[config.mk]
export PLATFORM = sky130hd
export DESIGN_NAME = regfile_wr_arb
export DESIGN_NICKNAME = d
export VERILOG_FILES = /design/src/rtl/regfile_wr_arb.sv
export SDC_FILE = /design/constraint.sdc
export NUM_CORES = 1
export LEC_CHECK = 0
export CORE_MARGIN = 3
export CORE_UTILIZATION = 33
export DETAILED_ROUTE_END_ITERATION = 16
export PLACE_DENSITY = 0.76
export SYNTH_ARGS = -nofsm -noshare
export SYNTH_HDL_FRONTEND = slang
export SYNTH_SLANG_ARGS = --single-unit
export TNS_END_PERCENT = 5
[constraint.sdc]
create_clock -name clk -period 4.15 [get_ports clk]
set_input_delay 0.415 -clock clk [delete_from_list [all_inputs] [get_ports clk]]
set_output_delay 0.415 -clock clk [all_outputs]
set_load 0.02 [all_outputs]
[src/rtl/regfile_wr_arb.sv]
// Write-port controller for the 32x32 register file: clears x1..x31 after reset,
// then arbitrates core/aux writes with fixed core priority and an aux starvation guard.
module regfile_wr_arb #(
  parameter int MAX_WAIT     = 4,
  parameter bit CLR_ON_RESET = 1'b1
) (
  input  logic        clk,
  input  logic        rst_n,
  input  logic        core_valid,
  input  logic [4:0]  core_addr,
  input  logic [31:0] core_data,
  output logic        core_ready,
  input  logic        aux_valid,
  input  logic [4:0]  aux_addr,
  input  logic [31:0] aux_data,
  output logic        aux_ready,
  output logic        we3,
  output logic [4:0]  a3,
  output logic [31:0] wd3,
  output logic        init_done
);

  localparam int CNT_W = $clog2(MAX_WAIT + 1);
  localparam logic [CNT_W-1:0] WAIT_MAX = CNT_W'(MAX_WAIT);

  localparam logic [0:0] ST_INIT = 1'b0;
  localparam logic [0:0] ST_RUN  = 1'b1;

  logic [0:0]       state_q, state_d;
  logic [4:0]       clr_idx_q, clr_idx_d;
  logic [CNT_W-1:0] wait_cnt_q, wait_cnt_d;
  logic             we3_q, we3_d;
  logic [4:0]       a3_q, a3_d;
  logic [31:0]      wd3_q, wd3_d;
  logic             init_done_q, init_done_d;

  logic in_run;
  logic starve;
  logic core_gnt;
  logic aux_gnt;

  // Readies depend only on state, the starvation counter and the other port's valid.
  always_comb begin
    in_run     = (state_q == ST_RUN);
    starve     = (wait_cnt_q == WAIT_MAX);
    core_ready = in_run & ~starve;
    aux_ready  = in_run & (starve | ~core_valid);
    core_gnt   = core_valid & core_ready;
    aux_gnt    = aux_valid & aux_ready;
  end

  always_comb begin
    state_d     = state_q;
    clr_idx_d   = clr_idx_q;
    wait_cnt_d  = wait_cnt_q;
    we3_d       = 1'b0;
    a3_d        = a3_q;
    wd3_d       = wd3_q;
    init_done_d = init_done_q;

    case (state_q)
      ST_INIT: begin
        we3_d      = 1'b1;
        a3_d       = clr_idx_q;
        wd3_d      = 32'd0;
        clr_idx_d  = clr_idx_q + 5'd1;
        wait_cnt_d = '0;
        if (clr_idx_q == 5'd31) begin
          init_done_d = 1'b1;
          state_d     = ST_RUN;
        end
      end
      default: begin
        // x0 writes complete the handshake but never strobe the file.
        if (core_gnt) begin
          we3_d = |core_addr;
          a3_d  = core_addr;
          wd3_d = core_data;
        end else if (aux_gnt) begin
          we3_d = |aux_addr;
          a3_d  = aux_addr;
          wd3_d = aux_data;
        end

        if (!aux_valid || aux_ready) begin
          wait_cnt_d = '0;
        end else if (!starve) begin
          wait_cnt_d = wait_cnt_q + CNT_W'(1);
        end
      end
    endcase
  end

  always_ff @(posedge clk) begin
    if (!rst_n) begin
      state_q     <= CLR_ON_RESET ? ST_INIT : ST_RUN;
      clr_idx_q   <= 5'd1;
      wait_cnt_q  <= '0;
      we3_q       <= 1'b0;
      a3_q        <= 5'd0;
      wd3_q       <= 32'd0;
      init_done_q <= ~CLR_ON_RESET;
    end else begin
      state_q     <= state_d;
      clr_idx_q   <= clr_idx_d;
      wait_cnt_q  <= wait_cnt_d;
      we3_q       <= we3_d;
      a3_q        <= a3_d;
      wd3_q       <= wd3_d;
      init_done_q <= init_done_d;
    end
  end

  assign we3       = we3_q;
  assign a3        = a3_q;
  assign wd3       = wd3_q;
  assign init_done = init_done_q;

endmodule

==> flow_summary.json, run 1 <==
{
  "io_buffers": 118,
  "min_from": "wait_cnt_q[0]",
  "syn2layout_area_growth_pct": 48.42,
  "finalNetCount": 418,
  "slew_headroom_pct": 33.30,
  "ys_async_sr_fraction_pct": 0,
  "syn-cell-area_um2": 2494,
  "final_antenna_net_count": 0,
  "io_pins": 119,
  "hpwl_um": 4197,
  "whs_endpoint": "wait_cnt_q[0]",
  "grt_max_degree": 65,
  "period_share_pct": 61.83,
  "hold_depth": 1,
  "ir_drop_mv": 0.1294,
  "grt.total_usage_pct": 12.52,
  "rsz0062_at_grt": "no",
  "wl_um": 5500,
  "cts_buffer_depth": 2,
  "finalPower_w": 0.0009162,
  "finalHoldViolations": 0,
  "htreeDepth": 2,
  "syn-num-nets": 311,
  "vias": 2016,
  "timing.rr.end": "wd3[2]",
  "endpoint_kind": "primary output",
  "synth.avg_cell_area_um2": 10.89,
  "drv_cap": 0,
  "worst-r2r-cell-count": 6,
  "clk_pin_slew_ns": 0.08,
  "fmax_mhz": 389.7,
  "antenna_found_initial": 0,
  "clkLatencyLatePin_ns": 0.29,
  "rr_startpoint": "wait_cnt_q[0]",
  "ys.warnings.count": 0,
  "crit_slowest_cell": "dfxtp_1",
  "status": "finished clean",
  "hold_class": "register to register",
  "report.final.slew_viol_count": 0,
  "clock_skew_ns": 0.006350,
  "ys_seq_area_share_pct": 38.53,
  "dieArea_um2": 8636,
  "reg2reg_slack_ns": 1.92,
  "setup_tns_ns": 0,
  "cts.root.buffer_cell": "clkbuf_8",
  "cts_hold_buf": 0,
  "initial_core_util_pct": 34.20,
  "synth_edf_count": 0,
  "critical_path_class": "register to primary output",
  "syn_inst": 229,
  "start_kind": "register",
  "cp_top_family": "flip-flops",
  "rows": 31,
  "die_w_um": 92.93,
  "final_cell_mix": "clkdlybuf4s50_1 (118), dfxtp_1 (48), mux2i_1 (35), a21oi_2 (30), o21ai_2 (28)",
  "period_needed_ns": 2.566,
  "drtIter0Drc": 45,
  "gp_congestion": 0.7980,
  "place_ws_ns": 1.603,
  "path_cells": "nand2_1 -> inv_1 -> clkdlybuf4s50_1",
  "via_per_inst": 4.624,
  "cellLeakagePower_nw": 1.467,
  "synthFlopType": "dfxtp_1",
  "drc": 0,
  "first_global_vias": 1945,
  "fin_ws_ns": 1.584,
  "setup_viol": 0,
  "overflow": 0,
  "cts_tree": "yes",
  "drt-pass1-iter-count": 4,
  "antenna_cells": 0,
  "final_common_cell": "clkdlybuf4s50_1",
  "core-area_um2": 7292,
  "numCtsBuffers": 5,
  "yosys.cell_types.count": 36,
  "required_ns": 3.73,
  "worstPathArrival_ns": 2.15,
  "fp.dieH_um": 92.93,
  "path_max_fanout": 21,
  "cts.repair.resized": 0,
  "critPathBufInv": 2,
  "powerDensity_nw_per_um2": 247.6,
  "cp_slowest_stage_delay_ns": 0.85,
  "avgRoutedWirePerCell_um": 12.61,
  "layout-drive-gt1-share_pct": 20.77,
  "tightest_slew_ns": 1.001,
  "clock-sinks": 48,
  "synth_seq_cells": 48,
  "grt_pass1_wl_um": 8811,
  "cts_setup_buffers": 0
}
[how the worst max path moves through the flow]
stage           start    endpoint  slack (ns)  cells after the start
2_1_floorplan  in_run  core_ready        2.46                      3
3_3_place_gp    rst_n      wd3[2]        1.64                      4
4_1_cts        in_run   aux_ready        1.58                      3
5_1_grt        in_run   aux_ready        1.42                      3
6_report       in_run   aux_ready        1.58                      3
3_5_place_dp    rst_n      wd3[2]        1.60                      4
[power by group]
part / internal, W / switching (W)
Sequential: 0.000467 / 0.00000526
Combinational: 0.0000859 / 0.0000360
Clock: 0.000179 / 0.000144
Total: 0.000731 / 0.000185
[worst register-to-register path, stage by stage (launching register included)]
cell and delay [ns]:
dfxtp_1 0.37, inv_1 0.05, ha_1 0.26, a21boi_4 0.26, o21a_4 0.78, o21ai_0 0.29, a21oi_2 0.16
[cells by family (layout without fill, tap and decap cells)]
kind of cell	Yosys count	in the layout	share of synthesized area [%]
compound gates	87	87	28.40
buf+inv	22	130	9.182
fa+ha+maj	4	4	2.007
mux	35	35	14.05
xor+xnor	3	3	1.054
simple gates	30	30	6.774
flops	48	48	38.53
[metal layers]
layer	vias up	part of all wire (%)	global-route usage, %
met5	-	0	0
met3	6	8.5	4.224
met1	901	40	14.62
met2	72	50	21.30
met4	0	1.4	4.396
li1	1037	-	-
[area by class of cell]
class                           instances  area, um^2
Clock buffer                            6       72.57
Clock inverter                          2       35.03
Fill cell                             650        3591
Inverter                                4       15.01
Multi-Input combinational cell        159        1313
Sequential cell                        48       960.9
Tap cell                               99       123.9
Timing Repair Buffer                  118        1181
[metrics by stage]
| step | hold slack [ns] | std cells | util, % | instance area [um^2] |
|---|---|---|---|---|
| floorplan | 0.4173 | 229 | - | 2494 |
| global placement | 0.4281 | 428 | 49.28 | 3593 |
| detailed placement | 0.4462 | 428 | 49.28 | 3593 |
| CTS | 0.4662 | 436 | 50.75 | 3701 |
| global route | 0.4835 | 436 | 50.75 | 3701 |
| finish | 0.4606 | 436 | 50.75 | 3701 |
[registers in the layout (all words and copies together) (netlist names)]
name and flops:
a3 5, clr_idx_q 5, wait_cnt_q 3, in_run 1, wd3 32, init_done 1
we3 1
[Yosys cell counts, types with 2 or more instances]
| library cell | number | area share (%) |
|---|---|---|
| nor2b_1 | 5 | 1.3 |
| o221ai_1 | 3 | 1.1 |
| o21ai_2 | 28 | 9.8 |
| ha_1 | 4 | 2.0 |
| and2_1 | 3 | 0.75 |
| nand2_1 | 5 | 0.75 |
| buf_4 | 2 | 0.60 |
| mux2i_1 | 35 | 14 |
| dfxtp_1 | 48 | 39 |
| clkbuf_1 | 2 | 0.30 |
| o21a_1 | 3 | 0.90 |
| buf_2 | 3 | 0.60 |
| inv_1 | 4 | 0.60 |
| a31oi_1 | 2 | 0.50 |
| nor2_1 | 5 | 0.75 |
| xnor2_1 | 2 | 0.70 |
| or4_1 | 2 | 0.60 |
| nand3b_1 | 3 | 0.90 |
| a21oi_1 | 6 | 1.2 |
| a21oi_2 | 30 | 11 |
| nand3_1 | 4 | 0.80 |
| o21ai_0 | 5 | 1.0 |
| buf_6 | 5 | 2.3 |
| buf_12 | 6 | 4.8 |
| o21ai_1 | 3 | 0.60 |
Note: power is estimated with default switching activity, not from simulation.
==> run 2: changes to the inputs <==
--- a/config.mk
+++ b/config.mk
@@ -8,7 +8,7 @@
 export CORE_MARGIN = 3
 export CORE_UTILIZATION = 33
 export DETAILED_ROUTE_END_ITERATION = 16
-export PLACE_DENSITY = 0.76
+export PLACE_DENSITY = 0.79
 export SYNTH_ARGS = -nofsm -noshare
 export SYNTH_HDL_FRONTEND = slang
 export SYNTH_SLANG_ARGS = --single-unit
==> constraint.sdc (replaced) <==
create_clock -name clk -period 2.36 [get_ports clk]
set_input_delay 0.236 -clock clk [delete_from_list [all_inputs] [get_ports clk]]
set_output_delay 0.236 -clock clk [all_outputs]
set_load 0.02 [all_outputs]
==> run 2 against run 1 <==
  * Die area unchanged
  * Sequential cell count unchanged
  * Critical endpoint is now core_ready
  * Non-clock buffer count increased by 8
  * Clock skew fell by 0.0016 ns
==> flow_summary.json, run 2 (synthesis gave the netlist of run 1 again) <==
{
  "layout-drive-gt1-share_pct": 22.61,
  "cts_hold_buf": 0,
  "whs_ns": 0.4459,
  "rows": 31,
  "report.final.slew_viol_count": 0,
  "ff_latch_area_um2": 960.9,
  "drv_cap": 0,
  "grt_max_degree": 35,
  "first_global_vias": 2060,
  "via_per_inst": 4.671,
  "clkLatencyLatePin_ns": 0.29,
  "period_share_pct": 86.72,
  "drt-pass1-iter-count": 4,
  "cts_tree": "yes",
  "worstPathArrival_ns": 1.81,
  "rsz0062_at_grt": "no",
  "numCtsBuffers": 5,
  "endpoint_kind": "primary output",
  "powerDensity_nw_per_um2": 412.2,
  "overflow": 0,
  "path_max_fanout": 4,
  "initial_core_util_pct": 34.20,
  "wl_um": 5935,
  "largest_reg_flops": 32,
  "finalNetCount": 426,
  "grt_pass1_wl_um": 9584,
  "io_buffers": 118,
  "core-area_um2": 7292,
  "vias": 2074,
  "slew_headroom_pct": 60.37,
  "htreeDepth": 2,
  "fillCellCount": 688,
  "cts_buffer_depth": 2,
  "die_w_um": 92.93,
  "io_pins": 119,
  "fp.dieH_um": 92.93,
  "dieArea_um2": 8636,
  "antenna_cells": 0,
  "grt.total_usage_pct": 13.61,
  "cts_setup_buffers": 0,
  "fmax_mhz": 488.6,
  "drc": 0,
  "required_ns": 2.12,
  "final_cell_mix": "clkdlybuf4s50_1 (117), dfxtp_1 (48), mux2i_1 (35), a21oi_2 (30), o21ai_2 (28)",
  "tightest_slew_ns": 0.5940,
  "finalHoldViolations": 0,
  "clock_skew_ns": 0.004789,
  "status": "finished clean",
  "period_needed_ns": 2.047,
  "cellLeakagePower_nw": 1.521,
  "setup_viol": 0,
  "hold_class": "register to register",
  "hpwl_um": 4535,
  "clk_pin_slew_ns": 0.09,
  "critical_path_class": "register to primary output",
  "multi_input_area_um2": 1313,
  "final_antenna_net_count": 0,
  "setup_tns_ns": 0,
  "syn2layout_area_growth_pct": 50.88,
  "final_common_cell": "clkdlybuf4s50_1",
  "ir_drop_mv": 0.2518,
  "cts.repair.resized": 0,
  "cts.root.buffer_cell": "clkbuf_8",
  "gp_congestion": 0.8603,
  "clock-sinks": 48,
  "avgRoutedWirePerCell_um": 13.37,
  "drtIter0Drc": 71,
  "antenna_found_initial": 0,
  "start_kind": "register",
  "final_util_pct": 51.60
}
[run 2: path summary, 6_finish.rpt]
path / end / from / slack, ns / cells after the start
max: core_ready / wait_cnt_q[0] / 0.31 / 4
min: wait_cnt_q[0] / wait_cnt_q[0] / 0.45 / 1
max reg2reg: wd3[13] / wait_cnt_q[0] / 0.47 / 6
min reg2reg: wait_cnt_q[0] / wait_cnt_q[0] / 0.45 / 1
[run 2: worst max-delay path, stage by stage (launching register included)]
cell	delay [ns]
dfxtp_1	0.36
inv_1	0.06
ha_1	0.27
a21boi_0	0.21
clkdlybuf4s50_1	0.63
[run 2: per-stage QoR]
| stage | area, um^2 | std cells | power, W | setup WS, ns |
|---|---|---|---|---|
| 3_3_place_gp | 3666 | 436 | 0.001063 | 0.3632 |
| 6_report | 3762 | 444 | 0.001551 | 0.3134 |
| 5_1_grt | 3762 | 444 | 0.001631 | 0.1990 |
| 2_1_floorplan | 2494 | 229 | 0.0009126 | 0.8509 |
| 4_1_cts | 3760 | 444 | 0.001578 | 0.09470 |
| 3_5_place_dp | 3666 | 436 | 0.001067 | 0.3567 |
[run 2: cell type report]
type	count	share of cell area, %
sequential	48	25.54
clock inverter	1	0.1995
multi-input combinational	159	34.89
inverter	4	0.3991
clock buffer	7	2.295
timing repair buffer	126	33.39
tap	99	3.292
[run 2: power by group]
group	leakage, nW	switching (W)	internal (W)
combinational	1.09	0.0000633	0.000153
sequential	0.388	0.00000919	0.000821
clock	0.0445	0.000266	0.000238
total	1.52	0.000338	0.00121
[run 2: layer usage]
layer	wire length, um	up-vias	global-route usage (%)
met2	3034	67	23.94
met4	65	0	4.762
li1	-	1056	-
met1	2456	946	15.79
met5	0	-	0
met3	379	5	3.656
